### src/rtl/chip8_loader.sv
`default_nettype none
// ============================================================================
// Module   : chip8_loader
// Purpose  : Serial program loader for the CHIP-8 core. Parses a framed
//            image (SYNC, LEN_H, LEN_L, payload, XOR checksum) from the UART
//            receiver, writes the payload into program memory from LOAD_BASE,
//            stalls the interpreter while loading and answers ACK/NAK.
// Revision : 1.0 - initial release
// ============================================================================
module chip8_loader #(
  parameter int         ADDR_WIDTH     = 12,
  parameter int         LOAD_BASE      = 512,
  parameter int         MAX_LEN        = 3584,
  parameter logic [7:0] SYNC_BYTE      = 8'hA5,
  parameter int         TIMEOUT_CYCLES = 1000000,
  parameter logic [7:0] ACK_BYTE       = 8'h06,
  parameter logic [7:0] NAK_BYTE       = 8'h15
) (
  input  logic                  clk,
  input  logic                  rst_n,
  input  logic [7:0]            rx_i,
  input  logic                  rx_i_v,
  output logic                  we,
  output logic [ADDR_WIDTH-1:0] waddr,
  output logic [7:0]            d,
  output logic                  cpu_hold,
  output logic [7:0]            tx_o,
  output logic                  tx_o_v,
  input  logic                  tx_busy_i,
  output logic                  done
);

  // Inter-byte timeout counter width; it never needs to hold more than
  // TIMEOUT_CYCLES-1 because expiry is detected one step before wrap.
  localparam int                TW       = $clog2(TIMEOUT_CYCLES + 1);
  localparam logic [TW-1:0]     TMO_LAST = TW'(TIMEOUT_CYCLES - 1);
  localparam logic [15:0]       LEN_MAX  = 16'(MAX_LEN);
  localparam logic [ADDR_WIDTH-1:0] BASE_ADDR = ADDR_WIDTH'(LOAD_BASE);

  typedef enum logic [2:0] {
    S_IDLE  = 3'd0,
    S_LEN_H = 3'd1,
    S_LEN_L = 3'd2,
    S_DATA  = 3'd3,
    S_CHK   = 3'd4,
    S_RESP  = 3'd5
  } state_e;

  state_e                state_q;
  logic [15:0]           len_q;
  logic [15:0]           idx_q;
  logic [7:0]            chk_q;
  logic [TW-1:0]         tmo_q;
  logic                  ack_q;
  logic                  we_q;
  logic [ADDR_WIDTH-1:0] waddr_q;
  logic [7:0]            d_q;
  logic                  cpu_hold_q;
  logic [7:0]            tx_o_q;
  logic                  tx_o_v_q;
  logic                  done_q;

  // Next-step values derived from the current registers and incoming byte.
  logic [15:0]           idx_d;
  logic [15:0]           len_d;
  logic [ADDR_WIDTH-1:0] waddr_d;
  logic                  in_frame_d;

  // Address arithmetic: LEN <= MAX_LEN keeps LOAD_BASE+idx inside memory,
  // so truncating idx to the address width loses nothing.
  assign idx_d      = idx_q + 16'd1;
  assign len_d      = {len_q[15:8], rx_i};
  assign waddr_d    = BASE_ADDR + idx_q[ADDR_WIDTH-1:0];
  assign in_frame_d = (state_q == S_LEN_H) || (state_q == S_LEN_L) ||
                      (state_q == S_DATA)  || (state_q == S_CHK);

  // Frame parser, write port, inter-byte timeout and response generator.
  always_ff @(posedge clk or negedge rst_n) begin
    if (!rst_n) begin
      state_q    <= S_IDLE;
      len_q      <= 16'd0;
      idx_q      <= 16'd0;
      chk_q      <= 8'd0;
      tmo_q      <= '0;
      ack_q      <= 1'b0;
      we_q       <= 1'b0;
      waddr_q    <= '0;
      d_q        <= 8'd0;
      cpu_hold_q <= 1'b0;
      tx_o_q     <= 8'd0;
      tx_o_v_q   <= 1'b0;
      done_q     <= 1'b0;
    end else begin
      we_q     <= 1'b0;
      tx_o_v_q <= 1'b0;
      done_q   <= 1'b0;

      // Timeout only runs inside a frame. A strobe in the expiry cycle wins
      // because the state case below only acts on strobes and overrides.
      if (in_frame_d) begin
        if (rx_i_v) begin
          tmo_q <= '0;
        end else if (tmo_q == TMO_LAST) begin
          tmo_q   <= '0;
          ack_q   <= 1'b0;
          state_q <= S_RESP;
        end else begin
          tmo_q <= tmo_q + 1'b1;
        end
      end else begin
        tmo_q <= '0;
      end

      case (state_q)
        S_IDLE: begin
          if (rx_i_v && (rx_i == SYNC_BYTE)) begin
            cpu_hold_q <= 1'b1;
            state_q    <= S_LEN_H;
          end
        end
        S_LEN_H: begin
          if (rx_i_v) begin
            len_q[15:8] <= rx_i;
            state_q     <= S_LEN_L;
          end
        end
        S_LEN_L: begin
          if (rx_i_v) begin
            len_q <= len_d;
            idx_q <= 16'd0;
            chk_q <= 8'd0;
            if (len_d > LEN_MAX) begin
              ack_q   <= 1'b0;
              state_q <= S_RESP;
            end else if (len_d == 16'd0) begin
              state_q <= S_CHK;
            end else begin
              state_q <= S_DATA;
            end
          end
        end
        S_DATA: begin
          if (rx_i_v) begin
            we_q    <= 1'b1;
            waddr_q <= waddr_d;
            d_q     <= rx_i;
            chk_q   <= chk_q ^ rx_i;
            idx_q   <= idx_d;
            if (idx_d == len_q) begin
              state_q <= S_CHK;
            end
          end
        end
        S_CHK: begin
          if (rx_i_v) begin
            ack_q   <= (rx_i == chk_q);
            state_q <= S_RESP;
          end
        end
        S_RESP: begin
          // Bytes arriving here are dropped. On NAK the hold stays set since
          // memory may already be partially overwritten.
          if (!tx_busy_i) begin
            tx_o_v_q <= 1'b1;
            tx_o_q   <= ack_q ? ACK_BYTE : NAK_BYTE;
            if (ack_q) begin
              cpu_hold_q <= 1'b0;
              done_q     <= 1'b1;
            end
            state_q <= S_IDLE;
          end
        end
        default: state_q <= S_IDLE;
      endcase
    end
  end

  assign we       = we_q;
  assign waddr    = waddr_q;
  assign d        = d_q;
  assign cpu_hold = cpu_hold_q;
  assign tx_o     = tx_o_q;
  assign tx_o_v   = tx_o_v_q;
  assign done     = done_q;

endmodule
`default_nettype wire

### config.mk
export PLATFORM = sky130hd
export DESIGN_NAME = chip8_loader
export DESIGN_NICKNAME = d
export VERILOG_FILES = /design/src/rtl/chip8_loader.sv
export SDC_FILE = /design/constraint.sdc
export NUM_CORES = 1
export LEC_CHECK = 0
export BUFFER_PORTS_ARGS = -buffer_cell sky130_fd_sc_hd__buf_2
export CAP_MARGIN = 30
export CELL_PAD_IN_SITES_DETAIL_PLACEMENT = 2
export CELL_PAD_IN_SITES_GLOBAL_PLACEMENT = 2
export CORE_UTILIZATION = 35
export DETAILED_ROUTE_END_ITERATION = 8
export GPL_TIMING_DRIVEN = 0
export MAX_ROUTING_LAYER = met4
export PLACE_DENSITY_LB_ADDON = 0.1
export SETUP_SLACK_MARGIN = 0.3
export SLEW_MARGIN = 20
export SYNTH_ARGS = -nofsm -noshare
export SYNTH_HDL_FRONTEND = slang
export SYNTH_SLANG_ARGS = --single-unit
### constraint.sdc
create_clock -name clk -period 3.5 [get_ports clk]
set_clock_uncertainty 0.2 [all_clocks]
set_input_delay 0.35 -clock clk [delete_from_list [all_inputs] [get_ports clk]]
set_output_delay 0.35 -clock clk [all_outputs]
set_load 0.02 [all_outputs]
==> impl_metrics.env, run 1 <==
export IMPL_endpoint_kind="flip-flop"
export IMPL_via_per_inst=5.31
export IMPL_drt_initial_drc_count=165
export IMPL_dieArea_mm2=0.0138
export IMPL_holdCritPathClass="input port to flip-flop"
export IMPL_peakVddDrop_mv=0.225
export IMPL_p_int_uw=2310
export IMPL_synth_cells=497
export IMPL_synth_top_cell_by_area="dfrtp_1"
export IMPL_pre_cts_slack_ns=0.468
export IMPL_dp_hpwl_mm=10.3
export IMPL_cp_slowest_stage_delay_ns=0.58
export IMPL_drv_cap=0
export IMPL_grt_pass1_vias=4265
export IMPL_rsz0062_at_grt="no"
export IMPL_core_mm2=0.0128
export IMPL_required_ns=3.50
export IMPL_crit_top_cell="nor4_2"
export IMPL_synth_seq_cells=91
export IMPL_p_switching_uw=1380
export IMPL_synthToLayoutAreaGrowth_pct=15.8
export IMPL_period_minus_slack_ns=2.87
export IMPL_setup_violations=0
export IMPL_worst_ep_arrival_time_ns=2.87
export IMPL_start_util=0.364
export IMPL_htreeDepth=3
export IMPL_synth_avg_cell_area_um2=9.39
export IMPL_track_usage=0.224
export IMPL_place_congestion=0.767
export IMPL_io_pins=44
export IMPL_synth_edff_count=0
export IMPL_fin_crit_sh=0.820
export IMPL_antenna_found_initial=0
export IMPL_vias=3863
export IMPL_syn_cell_area_mm2=0.00467
export IMPL_portBuffers=38
export IMPL_seqPwrFrac=0.418
export IMPL_worstPathCellList="ha_1 > nand2_1 > nor4_2 > mux2i_1 > nand4_1 > nor4_2 > o21ai_0"
export IMPL_cts_buffers=9
export IMPL_async_flop_share=1.00
export IMPL_wirelength_mm=14.1
export IMPL_outcome="finished, final reports clean"
export IMPL_max_freq_ghz=0.348
export IMPL_clockBufferDepth=2
export IMPL_register_area_mm2=0.00228
export IMPL_finalWorstSetupSlack_ns=0.630
export IMPL_dp_cells=711
export IMPL_yosys_top_cells_area="dfrtp_1 49%, nand2_1 7.1%, xnor2_1 5.6%"
export IMPL_max_slew_margin=0.505
export IMPL_p_comb_frac=0.338
export IMPL_cts_setup_buffers=0
export IMPL_clk_pin_slew_ns=0.06
export IMPL_dpl_cell_area_mm2=0.00512
export IMPL_drive_gt1_frac=0.174
export IMPL_setup_tns_ns=0
export IMPL_cp_max_fo=7
export IMPL_drv_slew=0
export IMPL_hold_violations=0
export IMPL_p_leak_uw=0.00240
export IMPL_worst_slew_pin_transition_ns=0.742
export IMPL_synth_common_cells="91 x dfrtp_1, 88 x nand2_1, 50 x o21ai_0"
export IMPL_antenna_left=0
export IMPL_first_pass_iters=4
export IMPL_multi_input_area_mm2=0.00223
export IMPL_yosysWarnings=0
export IMPL_p_clk_frac=0.244
export IMPL_cts_num_sinks=91
export IMPL_n_fill_cell=1439
export IMPL_fin_cells=728
export IMPL_crit_slowest_cell="nor4_2"
export IMPL_clock_latency_ns=0.35
export IMPL_die_height_um=117
export IMPL_crit_path_start_kind="flip-flop"
export IMPL_synth_most_common_cell="dfrtp_1"
export IMPL_cts_root_buffer_cell="clkbuf_16"
export IMPL_powerDensity_mw_per_mm2=684
export IMPL_rows=41
export IMPL_ys_types=54
export IMPL_drc_errors=0
export IMPL_dieWidth_um=117
export IMPL_routedWlPerCell_um=19.4
export IMPL_grt_pass1_wl_mm=23.1
export IMPL_synth_top_area_share=0.488
export IMPL_cts_tree="done"
export IMPL_final_nets=567
export IMPL_grt_overflow_total=0
export IMPL_p_sw_frac=0.374
export IMPL_grt_max_degree=71
export IMPL_antennaDiodeCount=0
export IMPL_synth_flop_cell="dfrtp_1"
export IMPL_final_area_mm2=0.00540
export IMPL_seq_area_frac_synth=0.488
export IMPL_critPathKind="flip-flop to flip-flop"
==> placed cells by master, fill, tap and decap left out, types with 3 or more instances in the layout <==
master / synthesis / routed
buf_2: 6 / 43
nand3_1: 17 / 17
clkinv_2: 0 / 3
nor4_2: 4 / 5
nand2b_1: 5 / 5
xor2_1: 16 / 16
conb_1: 1 / 4
ha_1: 3 / 3
nor3_1: 10 / 10
nand4_1: 10 / 10
o21ai_0: 50 / 50
dfrtp_1: 91 / 91
nor2b_1: 4 / 4
a21o_1: 3 / 3
inv_1: 10 / 10
or4_1: 3 / 3
buf_4: 6 / 6
xnor2_1: 30 / 30
a21oi_1: 11 / 11
or3_1: 6 / 6
o31ai_1: 5 / 5
clkbuf_1: 11 / 13
mux2_2: 16 / 16
and3_1: 4 / 4
clkbuf_16: 0 / 9
nor2_1: 44 / 44
nand2_1: 88 / 88
nor4_1: 7 / 6
==> critical path: cells and delay by family, from the launching register on <==
family / cells / cell delay [ns]
compound gates: 1 / 0.17
fa+ha+maj: 1 / 0.37
flops: 1 / 0.47
mux: 1 / 0.29
simple gates: 4 / 1.21
==> per-stage QoR <==
stage / total power [uW] / hold WS [ns] / util
final: 3690 / 0.120 / 0.421
after global routing: 3910 / 0.127 / 0.421
after CTS: 3740 / 0.109 / 0.420
after detailed placement: 2820 / 0.0200 / 0.399
after global placement: 2740 / 0.254 / 0.396
after floorplan: 2360 / -0.146 / -
==> path summary, 6_finish.rpt <==
check                                     start                    end  slack, ns  depth (start not counted)
max in group asynchronous                 rst_n  idx_q[15]$_DFFE_PN0P_       2.23                          3
min                                     rx_i[3]       d[3]$_DFFE_PN0P_       0.12                          3
max                        idx_q[0]$_DFFE_PN0P_   state_q[0]$_DFF_PN0_       0.63                          7
min in group asynchronous                 rst_n    tmo_q[16]$_DFF_PN0_       0.25                          2
min reg2reg                 tx_o[2]$_DFFE_PN0P_    tx_o[2]$_DFFE_PN0P_       0.27                          1
max reg2reg                idx_q[0]$_DFFE_PN0P_   state_q[0]$_DFF_PN0_       0.63                          7
==> state kept, by name, indices dropped and copies added, names as in the netlist <==
signal	count
done	1
ack_q	1
chk_q	8
tx_o	3
len_q	16
tx_o_v	1
tmo_q	20
d	8
we	1
idx_q	16
waddr	12
state_q	3
cpu_hold	1
==> power groups by stage <==
| stage | combinational (uW) | clock (uW) | sequential, uW |
|---|---|---|---|
| finish | 1250 | 901 | 1540 |
| global route | 1360 | 966 | 1580 |
| CTS | 1270 | 925 | 1550 |
| detailed placement | 1260 | 0 | 1560 |
| global placement | 1200 | 0 | 1540 |
| floorplan | 776 | 0 | 1580 |
==> per-layer routing <==
layer  GRT usage  up-vias  part of all wire
li1            -     1815                 -
met1       0.258     1997              0.43
met2       0.396       32              0.54
met3      0.0281       19             0.017
met4      0.0857        0             0.017
met5           -        -                 0
==> kinds of logic after synthesis <==
kind of cell | Yosys count | share of synthesized area
adder cells (fa/ha/maj) | 3 | 0.00804
multiplexers | 18 | 0.0429
AO/OA/AOI/OAI | 85 | 0.108
flip-flops | 91 | 0.488
XOR/XNOR | 47 | 0.0911
AND/OR/NAND/NOR | 215 | 0.223
buffers and inverters | 37 | 0.0378
other | 1 | 0.000803
==> final cells by class <==
cell class	count	area share
clock inverter	3	0.00278
inverter	11	0.00764
tap	172	0.0398
clock buffer	12	0.0456
sequential	91	0.421
multi-input combinational	372	0.413
timing repair buffer	41	0.0447
buffer	26	0.0250
==> repair_timing <==
action,4_1_cts,5_1_grt
endpoints found under the hold margin,21,0
resized for setup,0,1
hold buffers,1,0
setup endpoints to repair,0,3
Power figures use the tool's default switching activity.
==> run 2, diff against run 1 <==
==> constraint.sdc (replaced) <==
create_clock -name clk -period 2.85 [get_ports clk]
set_clock_uncertainty 0.2 [all_clocks]
set_input_delay 0.285 -clock clk [delete_from_list [all_inputs] [get_ports clk]]
set_output_delay 0.285 -clock clk [all_outputs]
set_load 0.02 [all_outputs]
==> impl_metrics.env, run 2 (synthesized netlist as in run 1, its figures left out) <==
export IMPL_grt_overflow_total=0
export IMPL_antennaDiodeCount=0
export IMPL_final_nets=580
export IMPL_antenna_left=0
export IMPL_power_uw=4640
export IMPL_use_met2=0.403
export IMPL_largest_reg_flops=20
export IMPL_final_cell_mix="88 x nand2_1, 85 x dfrtp_1, 49 x o21ai_0"
export IMPL_grt_busiest_layer="met2"
export IMPL_max_slew_margin=0.506
export IMPL_start_util=0.364
export IMPL_cts_buffers=9
export IMPL_grt_pass1_vias=4277
export IMPL_dieArea_mm2=0.0138
export IMPL_clock_latency_ns=0.35
export IMPL_core_mm2=0.0128
export IMPL_antenna_found_initial=0
export IMPL_period_minus_slack_ns=2.48
export IMPL_worst_ep_arrival_time_ns=2.56
export IMPL_place_congestion=0.767
export IMPL_synthToLayoutAreaGrowth_pct=21.0
export IMPL_cts_num_sinks=91
export IMPL_portBuffers=38
export IMPL_fin_util=0.441
export IMPL_use_met3=0.0281
export IMPL_dieWidth_um=117
export IMPL_grt_max_degree=71
export IMPL_vias=3921
export IMPL_grt_pass1_wl_mm=23.2
export IMPL_io_pins=44
export IMPL_setup_violations=0
export IMPL_top_register="tmo_q"
export IMPL_dp_hpwl_mm=10.3
export IMPL_grt_use_met1=0.257
export IMPL_drv_slew=0
export IMPL_clockBufferDepth=2
export IMPL_max_freq_ghz=0.404
export IMPL_cp_max_fo=10
export IMPL_track_usage=0.226
export IMPL_holdWs_ns=0.0510
export IMPL_worst_slew_pin_transition_ns=0.741
export IMPL_powerDensity_mw_per_mm2=821
export IMPL_peakVddDrop_mv=0.279
export IMPL_htreeDepth=3
export IMPL_outcome="finished, final reports clean"
export IMPL_required_ns=2.94
export IMPL_via_per_inst=5.29
export IMPL_drive_gt1_frac=0.232
export IMPL_rsz0062_at_grt="no"
export IMPL_endpoint_kind="flip-flop"
export IMPL_wirelength_mm=14.7
export IMPL_critPathKind="flip-flop to flip-flop"
export IMPL_drc_errors=0
export IMPL_final_common_cell="nand2_1"
export IMPL_crit_path_start_kind="flip-flop"
export IMPL_p_leak_uw=0.00254
export IMPL_cts_root_buffer_cell="clkbuf_16"
export IMPL_drv_cap=0
export IMPL_hold_violations=0
export IMPL_cts_tree="done"
export IMPL_rows=41
export IMPL_clk_pin_slew_ns=0.06
export IMPL_routedWlPerCell_um=19.8
export IMPL_die_height_um=117
export IMPL_first_pass_iters=4
export IMPL_holdCritPathClass="input port to flip-flop"
export IMPL_fin_crit_sh=0.869
export IMPL_drt_initial_drc_count=154
export IMPL_reg_largest_list="tmo_q: 20 flops, idx_q: 16 flops, len_q: 16 flops"
run 2: cell types whose count changed in the layout (fill, tap and decap cells not counted), moves of 4 or more:
cell	change
dfrtp_1	-6
dfrtp_2	+6
buf_4	+14
nor4_4	+4
run 2: worst max-delay path: stages (launching register included):
cell      delay (ns)
dfrtp_1         0.33
clkbuf_4        0.21
nand3_4         0.13
buf_4           0.21
a2111o_1        0.36
a21oi_2         0.16
o21ai_1         0.12
nor4_4          0.32
buf_4           0.20
a31o_2          0.16
run 2: final timing paths:
check                                      from  cells after the start                   end  slack, ns
setup / recovery           idx_q[2]$_DFFE_PN0P_                      9  state_q[2]$_DFF_PN0_       0.37
hold / removal                          rx_i[3]                      3      d[3]$_DFFE_PN0P_       0.05
setup reg to reg           idx_q[2]$_DFFE_PN0P_                      9  state_q[2]$_DFF_PN0_       0.37
hold reg to reg                d[3]$_DFFE_PN0P_                      2      d[3]$_DFFE_PN0P_       0.27
max in group asynchronous                 rst_n                      3  idx_q[9]$_DFFE_PN0P_       1.62
min in group asynchronous                 rst_n                      2   tmo_q[17]$_DFF_PN0_       0.19
run 2: power by group:
group / total, uW / leakage [uW] / internal, uW / switching [uW]
logic: 1630 / 0.00121 / 670 / 964
clock network: 1100 / 0.000132 / 607 / 497
registers: 1900 / 0.00120 / 1610 / 291
total: 4640 / 0.00254 / 2890 / 1750
run 2: final cells by class:
cell class                 count  area (um^2)
fill                        1408         7170
multi-input combinational    372         2360
sequential                    91         2280
timing repair buffer          54          339
clock buffer                  12          246
tap                          172          215
buffer                        26          150
inverter                      11         41.3
clock inverter                 3         15.0
run 2: stage by stage:
stage	worst slack, ns	instance area [um^2]	setup TNS, ns	std cells
2_1_floorplan	0.643	4680	0	500
3_5_place_dp	-0.182	5120	-0.476	711
4_1_cts	0.329	5450	0	728
6_report	0.374	5650	0	741
5_1_grt	0.253	5650	0	741
3_3_place_gp	-0.0106	5080	-0.0204	710
run 2: per-layer routing:
| layer | wire, um | share of wire |
|---|---|---|
| met1 | 6240 | 0.42 |
| met2 | 7980 | 0.54 |
| met3 | 231 | 0.016 |
| met4 | 238 | 0.016 |
| met5 | 0 | 0 |
run 2: what timing repair did:
| action | 4_1_cts | 5_1_grt |
|---|---|---|
| pin swaps | 1 | 5 |
| gates resized for setup | 14 | 24 |
| gates cloned | 0 | 0 |
| setup endpoints to repair | 38 | 19 |
| endpoints found under the hold margin | 91 | 0 |
| hold buffers | 1 | 0 |
| buffers inserted | 1 | 12 |
